`src/rtl/osd_bus_arbiter_if.sv`:
```
// Handshake and OSD command-port signals shared by osd_bus_arbiter and its environment.
// slave = the arbiter side, master = the requesters/OSD side.
interface osd_bus_arbiter_if;
  logic        a_valid;
  logic [15:0] a_data;
  logic        a_last;
  logic        a_ready;
  logic        b_valid;
  logic [15:0] b_data;
  logic        b_last;
  logic        b_ready;
  logic        io_osd;
  logic        io_strobe;
  logic [15:0] io_din;
  logic [1:0]  grant;
  logic        timeout_err;

  modport slave (
    input  a_valid, a_data, a_last, b_valid, b_data, b_last,
    output a_ready, b_ready, io_osd, io_strobe, io_din, grant, timeout_err
  );

  modport master (
    output a_valid, a_data, a_last, b_valid, b_data, b_last,
    input  a_ready, b_ready, io_osd, io_strobe, io_din, grant, timeout_err
  );
endinterface

```
`src/rtl/osd_bus_arbiter.sv`:
```
// Per-packet round-robin arbiter framing two word sources onto the OSD command port.
// Define OSD_TIMEOUT_EN to abort packets whose owner stalls for TIMEOUT cycles.
//
// state  | meaning
// IDLE   | no owner, io_osd low, waiting for a requester
// LOAD   | owner granted, waiting for its next word
// SETUP  | io_din settles one cycle before the strobe
// STROBE | io_strobe high for STROBE_HIGH cycles
// HOLD   | io_strobe low for STROBE_GAP cycles
// CLOSE  | io_osd low for FRAME_GAP cycles so the OSD commits
module osd_bus_arbiter #(
  parameter int STROBE_HIGH = 2,
  parameter int STROBE_GAP  = 2,
  parameter int FRAME_GAP   = 4
`ifdef OSD_TIMEOUT_EN
  , parameter int TIMEOUT   = 1024
`endif
) (
  input  logic             clk_sys,
  input  logic             reset_n,
  osd_bus_arbiter_if.slave bus
);

  typedef enum logic [2:0] {IDLE, LOAD, SETUP, STROBE, HOLD, CLOSE} state_t;

  state_t      state_q, state_d;
  logic [3:0]  timer_q, timer_d;
  logic [1:0]  grant_q, grant_d;
  logic [15:0] io_din_q, io_din_d;
  logic        io_osd_q, io_osd_d;
  logic        io_strobe_q, io_strobe_d;
  logic        word_last_q, word_last_d;
  logic        last_owner_q, last_owner_d;  // 1 = B owned the previous packet
  logic        sel_valid, sel_last;
  logic [15:0] sel_data;

`ifdef OSD_TIMEOUT_EN
  localparam int TW = $clog2(TIMEOUT + 1);
  logic [TW-1:0] idle_cnt_q, idle_cnt_d;
  logic          timeout_err_q, timeout_err_d;
`endif

  assign sel_valid = grant_q[1] ? bus.b_valid : bus.a_valid;
  assign sel_data  = grant_q[1] ? bus.b_data  : bus.a_data;
  assign sel_last  = grant_q[1] ? bus.b_last  : bus.a_last;

  always_comb begin
    state_d      = state_q;
    timer_d      = timer_q;
    grant_d      = grant_q;
    io_din_d     = io_din_q;
    word_last_d  = word_last_q;
    last_owner_d = last_owner_q;
`ifdef OSD_TIMEOUT_EN
    idle_cnt_d    = '0;
    timeout_err_d = 1'b0;
`endif
    case (state_q)
      IDLE: begin
        if (bus.a_valid && (!bus.b_valid || last_owner_q)) begin
          grant_d = 2'b01;
          state_d = LOAD;
        end else if (bus.b_valid) begin
          grant_d = 2'b10;
          state_d = LOAD;
        end
      end
      LOAD: begin
        if (sel_valid) begin
          io_din_d    = sel_data;
          word_last_d = sel_last;
          state_d     = SETUP;
        end
`ifdef OSD_TIMEOUT_EN
        else if (idle_cnt_q == TW'(TIMEOUT - 1)) begin
          state_d       = CLOSE;
          timer_d       = 4'(FRAME_GAP - 1);
          grant_d       = 2'b00;
          last_owner_d  = grant_q[1];
          timeout_err_d = 1'b1;
        end else begin
          idle_cnt_d = idle_cnt_q + TW'(1);
        end
`endif
      end
      SETUP: begin
        state_d = STROBE;
        timer_d = 4'(STROBE_HIGH - 1);
      end
      STROBE: begin
        if (timer_q == 4'd0) begin
          state_d = HOLD;
          timer_d = 4'(STROBE_GAP - 1);
        end else begin
          timer_d = timer_q - 4'd1;
        end
      end
      HOLD: begin
        if (timer_q != 4'd0) begin
          timer_d = timer_q - 4'd1;
        end else if (word_last_q) begin
          state_d      = CLOSE;
          timer_d      = 4'(FRAME_GAP - 1);
          grant_d      = 2'b00;
          last_owner_d = grant_q[1];
        end else begin
          state_d = LOAD;
        end
      end
      CLOSE: begin
        if (timer_q == 4'd0) state_d = IDLE;
        else                 timer_d = timer_q - 4'd1;
      end
      default: state_d = IDLE;
    endcase
    // Frame and strobe are registered straight from the next state.
    io_osd_d    = state_d inside {LOAD, SETUP, STROBE, HOLD};
    io_strobe_d = (state_d == STROBE);
  end

  always_ff @(posedge clk_sys or negedge reset_n) begin
    if (!reset_n) begin
      state_q      <= IDLE;
      timer_q      <= '0;
      grant_q      <= '0;
      io_din_q     <= '0;
      io_osd_q     <= 1'b0;
      io_strobe_q  <= 1'b0;
      word_last_q  <= 1'b0;
      last_owner_q <= 1'b1;
    end else begin
      state_q      <= state_d;
      timer_q      <= timer_d;
      grant_q      <= grant_d;
      io_din_q     <= io_din_d;
      io_osd_q     <= io_osd_d;
      io_strobe_q  <= io_strobe_d;
      word_last_q  <= word_last_d;
      last_owner_q <= last_owner_d;
    end
  end

`ifdef OSD_TIMEOUT_EN
  always_ff @(posedge clk_sys or negedge reset_n) begin
    if (!reset_n) begin
      idle_cnt_q    <= '0;
      timeout_err_q <= 1'b0;
    end else begin
      idle_cnt_q    <= idle_cnt_d;
      timeout_err_q <= timeout_err_d;
    end
  end
  assign bus.timeout_err = timeout_err_q;
`else
  assign bus.timeout_err = 1'b0;
`endif

  assign bus.a_ready   = (state_q == LOAD) && grant_q[0];
  assign bus.b_ready   = (state_q == LOAD) && grant_q[1];
  assign bus.io_osd    = io_osd_q;
  assign bus.io_strobe = io_strobe_q;
  assign bus.io_din    = io_din_q;
  assign bus.grant     = grant_q;

endmodule
```
`src/flat_wrapper.sv`:
```
// flat-port wrapper written by rule: the top's interface ports become plain ports
module osd_bus_arbiter_flat 
#(
  parameter int STROBE_HIGH = 2,
  parameter int STROBE_GAP  = 2,
  parameter int FRAME_GAP   = 4

)
  (clk_sys, reset_n, bus_a_valid, bus_a_data, bus_a_last, bus_b_valid, bus_b_data, bus_b_last, bus_a_ready, bus_b_ready, bus_io_osd, bus_io_strobe, bus_io_din, bus_grant, bus_timeout_err);
  osd_bus_arbiter_if bus_i ();
  input  logic clk_sys;
  input  logic reset_n;
  input wire logic [$bits(bus_i.a_valid)-1:0] bus_a_valid;
  input wire logic [$bits(bus_i.a_data)-1:0] bus_a_data;
  input wire logic [$bits(bus_i.a_last)-1:0] bus_a_last;
  input wire logic [$bits(bus_i.b_valid)-1:0] bus_b_valid;
  input wire logic [$bits(bus_i.b_data)-1:0] bus_b_data;
  input wire logic [$bits(bus_i.b_last)-1:0] bus_b_last;
  output wire logic [$bits(bus_i.a_ready)-1:0] bus_a_ready;
  output wire logic [$bits(bus_i.b_ready)-1:0] bus_b_ready;
  output wire logic [$bits(bus_i.io_osd)-1:0] bus_io_osd;
  output wire logic [$bits(bus_i.io_strobe)-1:0] bus_io_strobe;
  output wire logic [$bits(bus_i.io_din)-1:0] bus_io_din;
  output wire logic [$bits(bus_i.grant)-1:0] bus_grant;
  output wire logic [$bits(bus_i.timeout_err)-1:0] bus_timeout_err;
  assign bus_i.a_valid = bus_a_valid;
  assign bus_i.a_data = bus_a_data;
  assign bus_i.a_last = bus_a_last;
  assign bus_i.b_valid = bus_b_valid;
  assign bus_i.b_data = bus_b_data;
  assign bus_i.b_last = bus_b_last;
  assign bus_a_ready = bus_i.a_ready;
  assign bus_b_ready = bus_i.b_ready;
  assign bus_io_osd = bus_i.io_osd;
  assign bus_io_strobe = bus_i.io_strobe;
  assign bus_io_din = bus_i.io_din;
  assign bus_grant = bus_i.grant;
  assign bus_timeout_err = bus_i.timeout_err;
  osd_bus_arbiter #(.STROBE_HIGH(STROBE_HIGH), .STROBE_GAP(STROBE_GAP), .FRAME_GAP(FRAME_GAP)) u_core (.clk_sys(clk_sys), .reset_n(reset_n), .bus(bus_i));
endmodule
```
`config.mk`:
```
export PLATFORM = sky130hd
export DESIGN_NAME = osd_bus_arbiter_flat
export DESIGN_NICKNAME = d
export VERILOG_FILES = /design/src/rtl/osd_bus_arbiter_if.sv /design/src/rtl/osd_bus_arbiter.sv /design/src/flat_wrapper.sv
export SDC_FILE = /design/constraint.sdc
export NUM_CORES = 1
export LEC_CHECK = 0
export BUFFER_PORTS_ARGS = -buffer_cell sky130_fd_sc_hd__buf_4
export CORE_ASPECT_RATIO = 1.25
export CORE_MARGIN = 2
export CORE_UTILIZATION = 48
export CTS_CLUSTER_SIZE = 24
export DETAILED_ROUTE_END_ITERATION = 10
export PLACE_DENSITY_LB_ADDON = 0.15
export SYNTH_ARGS = -nofsm -noshare
export SYNTH_HDL_FRONTEND = slang
export SYNTH_SLANG_ARGS = --single-unit
```
`constraint.sdc`:
```
create_clock -name clk_sys -period 2.3 [get_ports clk_sys]
set_clock_uncertainty 0.15 [all_clocks]
set_input_delay 0.46 -clock clk_sys [delete_from_list [all_inputs] [get_ports clk_sys]]
set_output_delay 0.46 -clock clk_sys [all_outputs]
set_load 0.05 [all_outputs]
```
==> impl_summary.md, run 1 <==
Logic synthesis
In the synthesized netlist the async set-or-reset flop fraction comes to 1.000. Ranked by total cell area, the synthesized netlist is headed by sky130_fd_sc_hd__dfrtp_1, sky130_fd_sc_hd__mux2i_1, sky130_fd_sc_hd__a21oi_1. The cell count after synthesis is approximately 160. Among all flip-flop cells after synthesis, the most frequent one is sky130_fd_sc_hd__dfrtp_1.

Measured against the total synthesized area, the mux share comes to 0.1361. A synthesized cell averages 9.994 sq um. The netlist area before placement is 1609 sq um. By area, the combinational part of the netlist is dominated by compound AO/OA/AOI/OAI gates. When the netlist entered floorplanning its net count stood at just over 200. The post-synthesis compound-gate area fraction is 0.1664. The sequential share of the synthesized area is 0.4518. Of the post-synthesis cell area, the dominant cell type holds 0.4355.

In this run, synthesis inferred 0 flip-flops with an integrated enable. The synthesized-area fraction occupied by xor and xnor cells is 0.005443. Of the total synthesized cell area, the portion taken by AND, OR, NAND and NOR gates is 0.1664. Synthesis instantiated 40 different standard cells from the library. Yosys printed 0 warnings. The adder and majority cell fraction of the synthesized area is 0.03110. In this run, synthesis produced a sequential element count of 29. sky130_fd_sc_hd__dfrtp_1 takes more of the synthesized area than any other cell. Ranked by instance count, the synthesized netlist is headed by sky130_fd_sc_hd__dfrtp_1, sky130_fd_sc_hd__a21oi_1, sky130_fd_sc_hd__nor2_1, sky130_fd_sc_hd__mux2i_1, sky130_fd_sc_hd__o21ai_0. Yosys instantiated no cell more often than sky130_fd_sc_hd__dfrtp_1.

Final layout
After the flow finishes, the layout carries non-filler instances totaling approximately 260. At the end of the flow, the number of nets in the layout was 265. The utilization after layout is 0.6812.

The share of final-layout standard cells stronger than drive strength 1 is 0.3705. The filler cell count is roughly 260. Relative to the synthesized area, the layout overhead comes to 35.23%. The antenna diode count is 0.

Floorplanning
The area inside the core boundary is between 3000 and 4000 sq um. The die is 68.73 um tall. The die covers approximately 3800 sq um. The cell row count is 23. The number of placed I/O pins is 61. The starting density of the core is 0.5037. The floorplan step set the die width to 55.79 um.

Timing
After layout, the minimum clock period comes to 2.107 ns. The highest clock rate is 0.4745 GHz. The count of endpoints failing hold in the final timing report was 0. Setup repair after global routing left no endpoint under its margin.

The max-slew violation count is 0. On the final layout, the worst hold slack is 0.3261 ns. The ratio of final minimum period to clock period is 0.9163. The minimum setup slack in the final design is 0.1926 ns. The final total negative setup slack is 0 ns. The count of endpoints failing setup in the final report is 0.

Global routing
The largest net degree at the start of global routing is 31. The fraction of met1 tracks used by global routing is 0.2098. The total overflow left after global routing is 0. The global routing usage on met3 is 0.05597. The overall routing resource usage is 0.2086.

The first-pass GRT wire length is 6.120 mm. met2 is the most crowded layer. The met2 track demand over resource is 0.4077. The via count of the first global-routing pass was 1414.

The initial antenna violation count is 0.

Flow run
Max-cap violations in this run came to 0.

Status
The flow ran to the end, and the final reports show no timing, DRC or antenna violations.

Placed design
Before CTS, the worst setup slack after placement is between 0.2 and 0.25 ns. The congestion estimate from routability-driven global placement came to ~0.9. Buffers placed on the I/O ports in this run total a little under 60.

After detailed placement, the design holds a cell count of between 200 and 300. The wire-length estimate of the detail-placed layout is 2.810 mm.

Worst hold path
The startpoint identified for the worst hold timing path is bus_a_last. The worst hold path belongs to the class input pin to flip-flop.

CTS
The TritonCTS clock tree is yes. Once the clock tree was built, the resizer swapped 0 gates to a different size. The number of buffers inserted during clock tree synthesis is 5. For this design, the sink count on the clock tree is 29. At the later pin of the worst-skew pair, clock insertion delay measures 0.27 ns. After clock tree synthesis, the clock-pin slew on the worst setup and hold paths is 0.06 ns. CTS placed an instance of sky130_fd_sc_hd__clkbuf_8 at the clock tree root. In this run the number of H-tree levels came out at 2. The clock passes through at most 2 buffers.

Power
The leakage power of the design is 0.001058 uW. The worst ir drop on vdd is 1092 uV. Dividing total power by cell area gives a power density of around 1600 nW/um^2.

Setup path
The maximum fanout along the worst path is 5. The data arrival at the endpoint of the critical path is 2.11 ns. The largest single stage delay on the critical path is 0.42 ns. The most critical setup path has its startpoint at u_core.timer_q[0]$_DFFE_PN0P_. The startpoint-to-endpoint class of the critical path is flip-flop to flip-flop. The element type at the critical path start is a flip-flop. The launch point of the worst reg-to-reg path is u_core.timer_q[0]$_DFFE_PN0P_. At the worst endpoint, the required time is 2.30 ns. The worst setup path is captured at a flip-flop. The slowest stage of the critical path belongs to the cell sky130_fd_sc_hd__a2111oi_4. Counting both buffers and inverters, the worst setup path holds a total of 1. The family of cells with the greatest summed delay on the critical path is compound AO/OA/AOI/OAI gates.

The critical path goes through inv_1 -> ha_1 -> nor3b_4 -> nand2_2 -> a2111oi_4 -> mux2_4.

Detailed routing
The first routing iteration left 46 violations. The DRC violations left is 0. The via total after detailed routing is 1418.

The number of vias per cell after detailed routing is 5.433. The detail route stage leaves a number of antenna-violating nets equal to 0. Dividing the detail-routed wire length by the instance count gives 14.16 um.

The final wirelength is 3.695 mm. The first-pass detailed-route iteration total is 4.
[power by group]
group          switching (uW)  leakage, uW  internal, uW
sequential                226     0.000333           756
clock                     173    0.0000395           214
combinational            1310     0.000686           777
total                    1710      0.00106          1750
[sequential cells by signal, summed over array words and instances (netlist names)]
name / count
u_core.bus.io_din: 16
u_core.timer_q: 4
u_core.state_q: 3
u_core.bus.grant: 2
u_core.bus.io_osd: 1
u_core.bus.io_strobe: 1
u_core.last_owner_q: 1
u_core.word_last_q: 1
[final timing paths]
| path | slack [ns] | cells past startpoint | end |
|---|---|---|---|
| worst max-delay path | 0.19 | 6 | u_core.bus.grant[1]$_DFFE_PN0P_ |
| worst min-delay path | 0.33 | 3 | u_core.word_last_q$_DFFE_PN0P_ |
| worst max register to register | 0.19 | 6 | u_core.bus.grant[1]$_DFFE_PN0P_ |
| worst min register to register | 0.38 | 2 | u_core.bus.io_din[6]$_DFFE_PN0P_ |
| max in group asynchronous | 1.20 | 2 | u_core.last_owner_q$_DFFE_PN1P_ |
| min in group asynchronous | 0.49 | 2 | u_core.bus.io_strobe$_DFF_PN0_ |
[worst min-delay path: stages]
cell and delay (ns):
sky130_fd_sc_hd__buf_4 0.08, sky130_fd_sc_hd__mux2i_1 0.05, sky130_fd_sc_hd__o21ai_0 0.13
[cell families (layout without fill, tap and decap cells)]
| kind of cell | after synthesis | after routing |
|---|---|---|
| other | 1 | 1 |
| AND/OR/NAND/NOR | 49 | 49 |
| flip-flops | 29 | 29 |
| buffers and inverters | 15 | 78 |
| adder cells (fa/ha/maj) | 4 | 4 |
| AO/OA/AOI/OAI | 41 | 41 |
| XOR/XNOR | 1 | 1 |
| multiplexers | 21 | 21 |
[area by class of cell]
class                   count  area [sq um]  area share
flip-flops and latches     29         726.9      0.3341
multi-input cells         117         817.0      0.3755
well taps                  37         46.29     0.02128
repair buffers             64         483.0      0.2220
inverters                   6         22.52     0.01035
clock buffers               8         80.08     0.03680
[metrics by stage]
stage | power (uW) | cell area, sq um
after CTS | 3488 | 2176
after floorplan | 2488 | 1609
final | 3457 | 2176
after detailed placement | 3082 | 2086
after global routing | 3710 | 2176
after global placement | 3027 | 2086
[layer usage]
metal | up-vias | routed length [um]
met2 | 42 | 2097
met4 | 0 | 25
met5 | - | 0
met1 | 679 | 1383
li1 | 695 | -
met3 | 2 | 189
[timing repair]
| action | in CTS | in global routing |
|---|---|---|
| endpoints found under the hold margin | 28 | 0 |
| setup buffers | 0 | 0 |
| hold buffers | 1 | 0 |
[layout by cell type (no fill, tap or decap), types with 2 or more instances in the layout]
cell	synthesis	routed
sky130_fd_sc_hd__buf_4	1	63
sky130_fd_sc_hd__nand3_1	2	2
sky130_fd_sc_hd__mux2i_1	17	17
sky130_fd_sc_hd__o21ai_0	9	9
sky130_fd_sc_hd__mux2_2	3	3
sky130_fd_sc_hd__nand2_1	5	5
sky130_fd_sc_hd__a21oi_1	21	21
sky130_fd_sc_hd__clkbuf_8	0	5
sky130_fd_sc_hd__nor3_1	4	4
sky130_fd_sc_hd__clkbuf_1	2	3
sky130_fd_sc_hd__inv_1	6	6
sky130_fd_sc_hd__a211oi_1	2	2
sky130_fd_sc_hd__nor2b_1	3	3
sky130_fd_sc_hd__nor2_1	19	19
sky130_fd_sc_hd__and3_1	3	3
sky130_fd_sc_hd__nand3b_1	2	2
sky130_fd_sc_hd__nand2b_1	4	4
sky130_fd_sc_hd__dfrtp_1	28	28
sky130_fd_sc_hd__ha_1	4	4
Note: power is estimated with default switching activity, not from simulation.
==> run 2, diff against run 1 <==
--- a/config.mk
+++ b/config.mk
@@ -8,7 +8,7 @@
 export BUFFER_PORTS_ARGS = -buffer_cell sky130_fd_sc_hd__buf_4
 export CORE_ASPECT_RATIO = 1.25
 export CORE_MARGIN = 2
-export CORE_UTILIZATION = 48
+export CORE_UTILIZATION = 52
 export CTS_CLUSTER_SIZE = 24
 export DETAILED_ROUTE_END_ITERATION = 10
 export PLACE_DENSITY_LB_ADDON = 0.15
==> constraint.sdc (replaced) <==
create_clock -name clk_sys -period 2.65 [get_ports clk_sys]
set_clock_uncertainty 0.15 [all_clocks]
set_input_delay 0.53 -clock clk_sys [delete_from_list [all_inputs] [get_ports clk_sys]]
set_output_delay 0.53 -clock clk_sys [all_outputs]
set_load 0.05 [all_outputs]
==> run 2 against run 1 <==
  * Sequential share of layout area rose by 0.65 points
  * Cell count shrank 1.5%
  * Utilization grew 4.4 points
  * Routed wire length up 1.6%
  * Worst hold slack improved by 0.031 ns
  * Setup slack better by 0.14 ns
  * Power is 15% lower
  * Critical path type unchanged
==> impl_summary.md, run 2 (synthesis results as in run 1) <==
Final layout
The utilization after layout was 0.7247 (was 0.6812). The leading cell type in the layout, fill and taps excluded is sky130_fd_sc_hd__buf_4 (unchanged). The flip-flop count of the largest register, all copies and words added was 16 (unchanged). The final net count is 263 (was 265). The synthesis-to-finish area growth is 32.66% (was 35.23%).

The filler cell count is 236 (was 258). The antenna diode count is 0 (unchanged). The share of final-layout standard cells stronger than drive strength 1 was 0.3710 (was 0.3705). Most used cells in the layout excluding fill and tap cells: sky130_fd_sc_hd__buf_4, sky130_fd_sc_hd__dfrtp_1, sky130_fd_sc_hd__a21oi_1 (unchanged).

Power
The internal power is 1437 uW (was 1747 uW). The portion of total power attributed to combinational logic is 0.619 (was 0.604). The switching power of the nets was 1490 uW (was 1711 uW).

The power density over the cells is 1371 nW/um^2 (was 1589 nW/um^2). The leakage power of the design is 0.001040 uW (was 0.001058 uW). The post-route total power is 2927 uW (was 3457 uW). The sequential cell fraction of total power came to 0.287 (was 0.284). The proportion of power drawn by the clock network is 0.094 (was 0.112). The share of total power consumed by net switching came to 0.5091 (was 0.4948). The worst ir drop on vdd was 849.1 uV (was 1092 uV).

Floorplanning
The die outline area is 3558 sq um (was 3834 sq um). The number of placed I/O pins is 61 (unchanged). The die boundary height is 66.19 um (was 68.73 um).

The width of the die was 53.76 um (was 55.79 um). The cell row count is 22 (was 23). The starting density of the core is 0.5463 (was 0.5037). The area inside the core boundary is 2945 sq um (was 3194 sq um).

Setup path
The highest-delay cell along the critical path is sky130_fd_sc_hd__a2111oi_4 (unchanged). The element type at the critical path start is a flip-flop (unchanged). The buffer and inverter count on the worst path is 1 (unchanged). The data arrival at the endpoint of the critical path was 2.37 ns (was 2.11 ns). The startpoint of the most critical setup path is u_core.timer_q[0]$_DFFE_PN0P_ (unchanged). Cells traversed along the worst timing path: inv_1 -> ha_1 -> nor3b_4 -> nand2_2 -> a2111oi_4 -> mux2_4 (unchanged). The maximum fanout along the worst path is 10 (was 5). The startpoint-to-endpoint class of the critical path is flip-flop to flip-flop (unchanged). The required time of the critical path is 2.70 ns (was 2.30 ns). The family of cells with the greatest summed delay on the critical path was simple AND/OR/NAND/NOR gates (was compound AO/OA/AOI/OAI gates). The launch point of the worst reg-to-reg path is u_core.timer_q[0]$_DFFE_PN0P_ (unchanged). The type of element capturing the critical path is a flip-flop (unchanged). The critical path's largest stage delay is 0.43 ns (was 0.42 ns).

Detailed routing
The final wirelength is 3.754 mm (was 3.695 mm). The number of DRC violations after detailed-routing iteration 0 came to 31 (was 46). The number of vias per cell after detailed routing is 5.541 (was 5.433). The via total after detailed routing came to 1424 (was 1418). The number of antenna-violating nets in the routed design came to 0 (unchanged). The first-pass detailed-route iteration total is 4 (unchanged). The DRC violations left came to 0 (unchanged). The routed wire length per instance is 14.61 um (was 14.16 um).

Placed design
The routability congestion estimate is 0.7540 (was 0.9026). The number of I/O port buffers came to 59 (unchanged). The half-perimeter wire length of the detailed placement result is 2.819 mm (was 2.810 mm).

Timing
Headroom to the max-slew limit came out at 0.3222. The count of endpoints failing setup in the final report is 0 (unchanged). The ratio of final minimum period to clock period is 0.8745 (was 0.9163). The highest clock rate was 0.4315 GHz (was 0.4745 GHz). The shortest clock period the worst path allows after layout is 2.317 ns (was 2.107 ns). The final total negative setup slack is 0 ns (unchanged). The max-slew violation count is 0 (unchanged). The slew at the pin closest to its max-slew limit is 1.017 ns. The count of endpoints failing hold in the final timing report was 0 (unchanged). RSZ-0062 raised after global routing: no (unchanged).

CTS
The buffers inserted during post-CTS setup optimization was 0 (unchanged). The root buffer selected by CTS is sky130_fd_sc_hd__clkbuf_4 (was sky130_fd_sc_hd__clkbuf_8). The clock tree buffer depth is 2 (unchanged). The TritonCTS clock tree is yes (unchanged). The count of instances resized after the clock tree is built is 0 (unchanged). The clock transition time at the flip-flop clock pins of the worst setup and hold paths is 0.09 ns (was 0.06 ns). The number of clock sinks seen by CTS came to 29 (unchanged). The later-pin clock latency in the skew report was 0.31 ns (was 0.27 ns). The number of buffers inserted during clock tree synthesis is 5 (unchanged). The depth of the CTS H-tree was 2 (unchanged).

Global routing
The overall overflow remaining after global route is 0 (unchanged). The first-pass GRT wire length came to 6.120 mm (unchanged). The overall routing resource usage came to 0.2388 (was 0.2086). The largest net degree at the start of global routing came to 33 (was 31). The via count of the first global-routing pass is 1389 (was 1414). The initial antenna violation count is 0 (unchanged).

Flow run
The max-cap check violation count is 0 (unchanged).

Worst hold path
The launch point of the worst hold path is bus_a_data[3] (was bus_a_last). The class of the tightest hold or removal check is input pin to flip-flop (unchanged).

Status
Result of the run: completed (unchanged).
-- run 2: changes by cell type in the layout (fill, tap and decap cells not counted), sizes merged --
| cell | change |
|---|---|
| clkbuf | -1 |
| buf | -2 |
-- run 2: layout make-up --
class                           count  area (sq um)  share of cell area
Clock buffer                        7         55.05             0.02579
Inverter                            6         22.52             0.01055
Multi-Input combinational cell    117         817.0              0.3828
Sequential cell                    29         726.9              0.3406
Tap cell                           36         45.04             0.02110
Timing Repair Buffer               62         467.9              0.2192
-- run 2: power groups by stage --
stage                     clock (uW)  sequential (uW)  combinational [uW]
final                            275              839                1810
after global routing             301              863                1950
after CTS                        283              839                1820
after detailed placement           0              847                1810
after global placement             0              833                1770
after floorplan                    0             1310                 850
-- run 2: metrics by stage --
step                      instance area (sq um)  instances  hold WS [ns]  setup WS (ns)
final                                      2135        257        0.3574         0.3327
after global routing                       2135        257        0.3627         0.1667
after CTS                                  2135        257        0.3460         0.3294
after detailed placement                   2069        249        0.3240         0.3364
after global placement                     2069        249        0.3225         0.4777
after floorplan                            1609        161       0.08441         0.3561
-- run 2: worst paths after layout --
kind,cells after the start,slack [ns],end
min in group asynchronous,2,0.51,u_core.timer_q[3]$_DFFE_PN0P_
setup / recovery,6,0.33,u_core.bus.grant[1]$_DFFE_PN0P_
hold reg to reg,2,0.39,u_core.bus.io_din[9]$_DFFE_PN0P_
max in group asynchronous,2,1.52,u_core.last_owner_q$_DFFE_PN1P_
hold / removal,3,0.36,u_core.bus.io_din[3]$_DFFE_PN0P_
setup reg to reg,6,0.33,u_core.bus.grant[1]$_DFFE_PN0P_
-- run 2: worst min-delay path, cell delays in order --
cell	delay (ns)
sky130_fd_sc_hd__buf_4	0.07
sky130_fd_sc_hd__mux2i_1	0.05
sky130_fd_sc_hd__a21oi_1	0.13
-- run 2: what timing repair did --
action	CTS	global route
endpoints found under the hold margin	28	0
setup endpoints to repair	0	0
hold buffers	1	0
-- run 2: layer usage --
layer | wire length (um) | global-route usage | part of all wire
met1 | 1478 | 0.2632 | 0.39
met2 | 2009 | 0.4040 | 0.54
met3 | 195 | 0.07466 | 0.052
met4 | 70 | 0.1122 | 0.019
met5 | 0 | 0 | 0
